**config.mk**
```make
export PLATFORM = sky130hd
export DESIGN_NAME = mem_port_arbiter
export DESIGN_NICKNAME = d
export VERILOG_FILES = /design/src/rtl/mem_port_arbiter.sv
export SDC_FILE = /design/constraint.sdc
export NUM_CORES = 1
export LEC_CHECK = 0
export BUFFER_PORTS_ARGS = -buffer_cell sky130_fd_sc_hd__buf_4
export CORE_AREA = 2 2 76 78
export CTS_CLUSTER_DIAMETER = 80
export CTS_CLUSTER_SIZE = 20
export DETAILED_ROUTE_END_ITERATION = 6
export DIE_AREA = 0 0 78 80
export SYNTH_ARGS = -nofsm -noshare
export SYNTH_HDL_FRONTEND = slang
export SYNTH_SLANG_ARGS = --single-unit
```
**constraint.sdc**
```tcl
create_clock -name clk -period 2.2 [get_ports clk]
set_clock_uncertainty 0.15 [all_clocks]
set_input_delay 0.44 -clock clk [delete_from_list [all_inputs] [get_ports clk]]
set_output_delay 0.44 -clock clk [all_outputs]
set_load 0.01 [all_outputs]
```
**src/rtl/mem_port_arbiter.sv**
```systemverilog
// Two-requester arbiter for a single 8-bit RAM port: CPU and DMA/loader share
// the port via req/ack, with round-robin or fixed CPU priority and a fixed RAM latency.
module mem_port_arbiter #(
  parameter int RAM_LAT    = 1,
  parameter bit FIXED_PRIO = 1'b0
) (
  input  logic       clk,
  input  logic       reset,
  input  logic       cpu_req,
  input  logic       cpu_we,
  input  logic [7:0] cpu_addr,
  input  logic [7:0] cpu_wdata,
  output logic       cpu_ack,
  output logic [7:0] cpu_rdata,
  input  logic       dma_req,
  input  logic       dma_we,
  input  logic [7:0] dma_addr,
  input  logic [7:0] dma_wdata,
  output logic       dma_ack,
  output logic [7:0] dma_rdata,
  output logic [7:0] mem_addr,
  output logic [7:0] mem_wdata,
  output logic       mem_en,
  output logic       mem_we,
  input  logic [7:0] mem_rdata,
  output logic       busy,
  output logic       owner
);

  // Handshake: a requester holds req and its command stable until its ack
  // pulses for one cycle; the command is sampled only on the grant edge, and
  // a req still high the cycle after ack is a fresh request.

  typedef enum logic [1:0] {
    IDLE   = 2'd0,
    ACCESS = 2'd1,
    RESP   = 2'd2
  } state_t;

  localparam logic [3:0] LAST_CNT = 4'(RAM_LAT - 1);

  state_t     state;
  state_t     state_next;
  logic [3:0] cnt;
  logic       last_owner;
  logic       mem_we_q;
  logic       grant;
  logic       grant_dma;
  logic       access_done;

  assign access_done = (state == ACCESS) && (cnt == LAST_CNT);

  always_comb begin
    state_next = state;
    grant      = 1'b0;
    grant_dma  = 1'b0;
    unique case (state)
      IDLE: begin
        if (cpu_req || dma_req) begin
          grant = 1'b1;
          // On a tie the DMA wins only under round-robin when the CPU went last.
          grant_dma  = dma_req && (!cpu_req || ((FIXED_PRIO == 1'b0) && (last_owner == 1'b0)));
          state_next = ACCESS;
        end
      end
      ACCESS: begin
        if (cnt == LAST_CNT) state_next = RESP;
      end
      RESP: begin
        state_next = IDLE;
        // The owner is still holding req until it sees ack, so only the other side may chain in.
        if (owner ? cpu_req : dma_req) begin
          grant      = 1'b1;
          grant_dma  = ~owner;
          state_next = ACCESS;
        end
      end
      default: state_next = IDLE;
    endcase
  end

  always_ff @(posedge clk or negedge reset) begin
    if (!reset) begin
      state      <= IDLE;
      cnt        <= 4'd0;
      owner      <= 1'b0;
      last_owner <= 1'b1;
      mem_we_q   <= 1'b0;
      mem_addr   <= 8'h00;
      mem_wdata  <= 8'h00;
      cpu_rdata  <= 8'h00;
      dma_rdata  <= 8'h00;
    end else begin
      state <= state_next;
      if ((state == ACCESS) && (cnt != LAST_CNT)) cnt <= cnt + 4'd1;
      else cnt <= 4'd0;
      if (grant) begin
        owner      <= grant_dma;
        last_owner <= grant_dma;
        mem_we_q   <= grant_dma ? dma_we    : cpu_we;
        mem_addr   <= grant_dma ? dma_addr  : cpu_addr;
        mem_wdata  <= grant_dma ? dma_wdata : cpu_wdata;
      end
      if (access_done && !mem_we_q) begin
        if (owner) dma_rdata <= mem_rdata;
        else cpu_rdata <= mem_rdata;
      end
    end
  end

  assign mem_en  = (state == ACCESS);
  assign mem_we  = (state == ACCESS) && mem_we_q;
  assign busy    = (state != IDLE);
  assign cpu_ack = (state == RESP) && !owner;
  assign dma_ack = (state == RESP) && owner;

endmodule

```
# Word-level counts from Yosys, hierarchy flattened
# Index checks and enable logic that the tools add are counted.
# word_totals
wordCells	50
reg_bits	41
ramBits	0
romBits	0
input_bits	46
latchBits	0
out_inout_bits	38
n_memories	0
# op_classes
multipliers	0
n_addsub	1
div_mod_pow	0
n_mux	15
n_bitwise	2
n_shift	0
n_reduce_logical	19
magnitude_cmp	0
n_eq_ne	4
# op_table
operator	n
8-bit 2-to-1 mux	2
1-bit logical AND	7
1-bit 2-to-1 mux	7
2-bit case mux with 3 select lines	1
2-bit AND reduction	3
4-bit by 1-bit adder with 4-bit output, second input constant	1
4-bit logical NOT	1
2-bit 2-to-1 mux	2
4-bit 2-to-1 mux	1
1-bit case mux with 2 select lines	2
4-bit nonzero test	1
1-bit logical NOT	3
2-bit by 1-bit == test with 1-bit output, second input constant	1
2-bit == test, second input constant	1
2-bit logical NOT	1
1-bit logical OR	2
2-bit by 1-bit inequality test with 1-bit output, second input constant	1
2-bit inequality test, second input constant	1
1-bit NOT	2
2-bit nonzero test	1

# Longest topological paths before layout
# Gate-level depths: netlist of the first run.
# logic_depth
depth_word	6
depth_mapped	6
mapped_depth_nobuf	5

# Worst setup path after synthesis of the first run
# Ideal clock, no wire load.
# synth_path
path_kind	register -> register
start	reg cnt[0]
end	reg dma_rdata[0]
path_stages_with_launch	7
setup_slack_ns	0.375
setup_ns	0.125
t_arrival_ns	1.550
path_buffers	1
t_required_ns	1.925
path_cell_list	dfrtp_1 inv_1 ha_1 nand2_1 or4_4 buf_6 mux2_4
# synth_via
elab_chain_cells	4
# synth_lines
item	line_no	rtl
start: declaration	44	logic [3:0] cnt;
start signal: assignment	95	if ((state == ACCESS) && (cnt != LAST_CNT)) cnt <= cnt + 4'd1;
4-bit logical NOT	51	assign access_done = (state == ACCESS) && (cnt == LAST_CNT);
1-bit logical AND	51	
1-bit logical AND	104	if (access_done && !mem_we_q) begin
2-bit AND reduction (no source line)	n/a	
end signal: assignment	105	if (owner) dma_rdata <= mem_rdata;
end: declaration	20	output logic [7:0] dma_rdata,
# No other way between the ends.
# A chain may end at the register's enable or synchronous reset.

# Worst setup path in the final report of the first run
# layout_path
start	reg state[1]
end	out mem_we
# layout_via
elab_chain_cells	2
# layout_lines
item	line_no	rtl
start: declaration	42	state_t state;
start signal: assignment	94	state <= state_next;
2-bit by 1-bit == test with 1-bit output	112	assign mem_we = (state == ACCESS) && mem_we_q;
1-bit logical AND	112	
end: declaration	24	output logic mem_we,
# No other way between the ends.

==> results of run 1 <==
[per-layer routing]
metal / vias to the layer above / share of wire
met3: 4 / 0.11
met2: 65 / 0.44
met4: 0 / 0.0063
li1: 685 / -
met1: 627 / 0.44
met5: - / 0
[metrics by stage]
stage	setup slack (ns)	util	power, uW	instances	instance area [um2]
4_1_cts	0.241	0.489	3550	310	2640
3_5_place_dp	0.317	0.470	3040	302	2540
3_3_place_gp	0.349	0.470	3010	302	2540
5_1_grt	0.194	0.489	3760	310	2640
2_1_floorplan	0.375	-	2280	150	1850
6_report	0.251	0.489	3500	310	2640
[cell families (layout without fill, tap and decap cells)]
| kind of cell | count (synthesis) | in the layout | synth area share |
|---|---|---|---|
| flip-flops | 41 | 41 | 0.556 |
| AND/OR/NAND/NOR | 37 | 37 | 0.103 |
| multiplexers | 34 | 34 | 0.211 |
| AO/OA/AOI/OAI | 21 | 21 | 0.0670 |
| buffers and inverters | 13 | 101 | 0.0399 |
| adder cells (fa/ha/maj) | 2 | 2 | 0.0135 |
| XOR/XNOR | 2 | 2 | 0.00948 |
[Yosys cell counts (all sizes together)]
master and n:
and3 3, nand3 1, ha 2, inv 7
nand2b 1, buf 6, o2111ai 1, or2 1
o21ai 2, and2 1, dfstp 1, mux2 16
a21oi 17, xnor2 1, mux2i 18, nand2 5
xor2 1, nor4 1, a211oi 1, dfrtp 40
nor2 23, or4 1
[registers in the layout, indices dropped and copies added, names as in the netlist]
signal / flops
mem_we_q: 1
dma_rdata: 8
last_owner: 1
cpu_rdata: 8
mem_wdata: 8
state: 2
mem_addr: 8
owner: 1
cnt: 4
[power breakdown]
group	internal (uW)	switching [uW]	leakage, uW
Clock	248	254	0.0000433
Sequential	1110	242	0.000480
Combinational	919	731	0.000838
Total	2270	1230	0.00136
[final timing paths]
kind	startpoint	endpoint	slack, ns	cells after the start
worst max register to register	cnt[0]	dma_rdata[5]	0.29	5
worst min-delay path	mem_rdata[1]	dma_rdata[1]	0.24	2
worst max-delay path	state[1]	mem_we	0.25	4
max in group asynchronous	reset	last_owner	1.01	2
min in group asynchronous	reset	mem_we_q	0.51	2
worst min register to register	cnt[0]	cnt[0]	0.34	1
[layout make-up]
cell class	count	area, um2
Multi-Input combinational cell	96	753
Sequential cell	41	1030
Clock buffer	6	82.6
Inverter	7	26.3
Clock inverter	1	7.51
Fill cell	527	2760
Timing Repair Buffer	87	656
Tap cell	72	90.1
[repair_timing]
item,4_1_cts,5_1_grt
hold endpoints to repair,40,0
hold buffers,1,0
endpoints found under the setup margin,0,0
[critical path, cell delays in order, from the launching register on]
cell and delay (ns):
dfrtp_1 0.48, nand2b_4 0.21, inv_1 0.09, and2_1 0.16
buf_4 0.13
==> impl_metrics.yaml, run 1 <==
timing:
  post-route-period-util: 0.886
  tightest_slew_ns: 0.509
  rsz0062_at_grt: "no"
  tns_ns: 0
  maxSlewViolCount: 0
  period_needed_ns: 1.95
  hold_viol_final: 0
  timing.hold.ws_ns: 0.243
  fmax_ghz: 0.513
  finalSetupViolCount: 0
  relSlewSlack: 0.661
global_routing:
  top_usage_layer: "met2"
  grt_pass1_vias: 1413
  grt_pass1_wl_um: 6640
  globalRouteMet2Util: 0.219
  antenna_found_initial: 0
  met3_usage: 0.0622
  grt.overflow.total: 0
  met1_usage: 0.165
  grt_max_degree: 42
  grt_usage: 0.136
logic_synthesis:
  synth_area_leaders: "dfrtp_1, mux2i_1, mux2_4"
  avgSynthCellArea_um2: 12.3
  seq_area_frac_synth: 0.556
  yosys_register_bits: 41
  yosysTopAreaCellShare: 0.542
  syn_area_mm2: 0.00185
  ys_types: 27
  synthCells: 150
  synth_top_cell_by_area: "dfrtp_1"
  syn_nets: 198
  yosysWarnings: 0
place:
  dpl.hpwl_um: 2960
  port_buffers: 83
  gp_congestion: 0.734
clock_tree:
  clock-root-buffer: "clkbuf_8"
  clock_latency_ns: 0.29
  cts.sinks: 41
  htree_levels: 2
  cts_resized: 0
  cts_tree: "built"
  clk_path_buf_depth: 2
  cts_buffers: 5
  post-cts-setup-buffer-count: 0
  path_clk_slew_ns: 0.07
route:
  drcViolationCount: 0
  detail_route.wl_per_cell_um: 12.8
  vias: 1381
  viasPerCell: 4.45
  dr.first_iter.drc_count: 31
  detail_route.first_pass.iterations: 4
  wl_um: 3980
  antenna_left: 0
floorplan:
  dieArea_mm2: 0.00624
  io_pins: 84
  core-area_mm2: 0.00541
  die_x_um: 78
  start_util: 0.342
  dieHeight_um: 80
  rows: 27
run:
  cap_violations: 0
pwr:
  total_leakage_power_uw: 0.00136
  powerDensity_mw_per_mm2: 1320
  ir_drop_mv: 0.525
final_layout:
  antenna_cells: 0
  layout-drive-gt1-share: 0.500
  area_growth_pct: 43.0
  nets: 286
  layout_commonest_cell: "buf_4"
  mostFrequentLayoutCells: "buf_4, dfrtp_1, nor2_1, mux2i_1, a21oi_1"
setup_path:
  cp.required_ns: 1.61
  crit_type: "flop to output pin"
  cp.arrival_ns: 1.36
  cp-start-kind: "flop"
  cp-end-kind: "output pin"
  crit_fanout: 7
hold_path:
  worstHoldPathType: "input port to flop"
run_status:
  outcome: "completed"
Note: power is estimated with default switching activity, not from simulation.
==> run 2: changes to the inputs <==
==> constraint.sdc (replaced) <==
create_clock -name clk -period 2.5 [get_ports clk]
set_clock_uncertainty 0.15 [all_clocks]
set_input_delay 0.5 -clock clk [delete_from_list [all_inputs] [get_ports clk]]
set_output_delay 0.5 -clock clk [all_outputs]
set_load 0.01 [all_outputs]
==> impl_metrics.yaml, run 2 (same netlist as run 1, synthesis figures left out) <==
final_layout:
  antenna_cells: 0
  nets: 284
  mostFrequentLayoutCells: "buf_4, dfrtp_1, nor2_1, mux2i_1, a21oi_1"
  layout_commonest_cell: "buf_4"
  fin_area_mm2: 0.00263
  instances_no_fill: 309
  area_growth_pct: 42.1
  layout-drive-gt1-share: 0.502
  utilization: 0.486
timing:
  period_needed_ns: 2.01
  fmax_ghz: 0.497
  tightest_slew_ns: 0.549
  tns_ns: 0
  hold_viol_final: 0
  maxSlewViolCount: 0
  rsz0062_at_grt: "no"
  relSlewSlack: 0.631
  finalSetupViolCount: 0
  post-route-period-util: 0.805
global_routing:
  grt_max_degree: 42
  grt.overflow.total: 0
  grt_usage: 0.135
  grt_pass1_vias: 1423
  antenna_found_initial: 0
  grt_pass1_wl_um: 6580
clock_tree:
  clk_path_buf_depth: 2
  cts_resized: 0
  cts_buffers: 5
  htree_levels: 2
  hold_buffers: 0
  clock_latency_ns: 0.29
  clock-root-buffer: "clkbuf_8"
  cts.sinks: 41
  post-cts-setup-buffer-count: 0
  cts_tree: "built"
  path_clk_slew_ns: 0.08
pwr:
  p_total_uw: 3050
  ir_drop_mv: 0.440
  powerDensity_mw_per_mm2: 1160
  total_leakage_power_uw: 0.00135
run_status:
  outcome: "completed"
hold_path:
  worstHoldPathType: "input port to async pin"
place:
  port_buffers: 83
  dpl.hpwl_um: 2870
  place_inst: 301
  dpl_cell_area_mm2: 0.00253
  gp_congestion: 0.718
route:
  vias: 1385
  wl_um: 3860
  dr.first_iter.drc_count: 39
  detail_route.first_pass.iterations: 2
  antenna_left: 0
  detail_route.wl_per_cell_um: 12.5
  viasPerCell: 4.48
  drcViolationCount: 0
setup_path:
  cp.required_ns: 1.85
  cp.arrival_ns: 1.36
  crit_type: "flop to output pin"
  cp-start-kind: "flop"
  crit_fanout: 7
  cp-end-kind: "output pin"
run:
  cap_violations: 0
floorplan:
  rows: 27
  core-area_mm2: 0.00541
  dieArea_mm2: 0.00624
  dieHeight_um: 80
  start_util: 0.342
  io_pins: 84
  die_x_um: 78
run 2: cell count changes in the layout (fill, tap and decap cells not counted), sizes merged:
cell,delta
clkinvlp,+2
buf,-1
clkbuf,-1
dlygate4sd3,-1
run 2: cell type report:
cell class / instances / area [um2]
Fill cell: 531 / 2780
Inverter: 7 / 26.3
Multi-Input combinational cell: 96 / 753
Timing Repair Buffer: 85 / 638
Clock inverter: 3 / 22.5
Sequential cell: 41 / 1030
Clock buffer: 5 / 68.8
Tap cell: 72 / 90.1
run 2: worst paths after layout:
check                        startpoint           end  slack [ns]  cells past startpoint
hold / removal                    reset  cpu_rdata[7]        0.03                      1
hold reg to reg                  cnt[0]        cnt[0]        0.34                      1
max in group asynchronous         reset    last_owner        1.80                      1
setup / recovery               state[1]        mem_we        0.49                      4
setup reg to reg                 cnt[0]  dma_rdata[1]        0.61                      5
min in group clk           mem_rdata[5]  dma_rdata[5]        0.30                      2
run 2: worst max-delay path, cell delays in order (launching register included):
cell and delay (ns):
dfrtp_1 0.48, nand2b_4 0.21, inv_1 0.09, and2_1 0.16, buf_4 0.13
run 2: through the flow:
| stage | hold WS, ns | worst slack (ns) |
|---|---|---|
| after detailed placement | 0.328 | 0.618 |
| after global placement | 0.316 | 0.653 |
| final | 0.0277 | 0.487 |
| after CTS | 0.0371 | 0.479 |
| after floorplan | 0.0544 | 0.675 |
| after global routing | 0.0624 | 0.391 |
run 2: per-layer routing:
metal / wire, um / up-vias / track usage
met5: 0 / - / 0
li1: - / 687 / -
met2: 1650 / 64 / 0.206
met4: 52 / 0 / 0.0579
met1: 1780 / 629 / 0.176
met3: 373 / 5 / 0.0419
run 2: where the power goes:
| part | switching (uW) | internal, uW | leakage (uW) |
|---|---|---|---|
| logic | 628 | 801 | 0.000829 |
| clock network | 237 | 196 | 0.0000364 |
| registers | 220 | 973 | 0.000480 |
| total | 1080 | 1970 | 0.00135 |
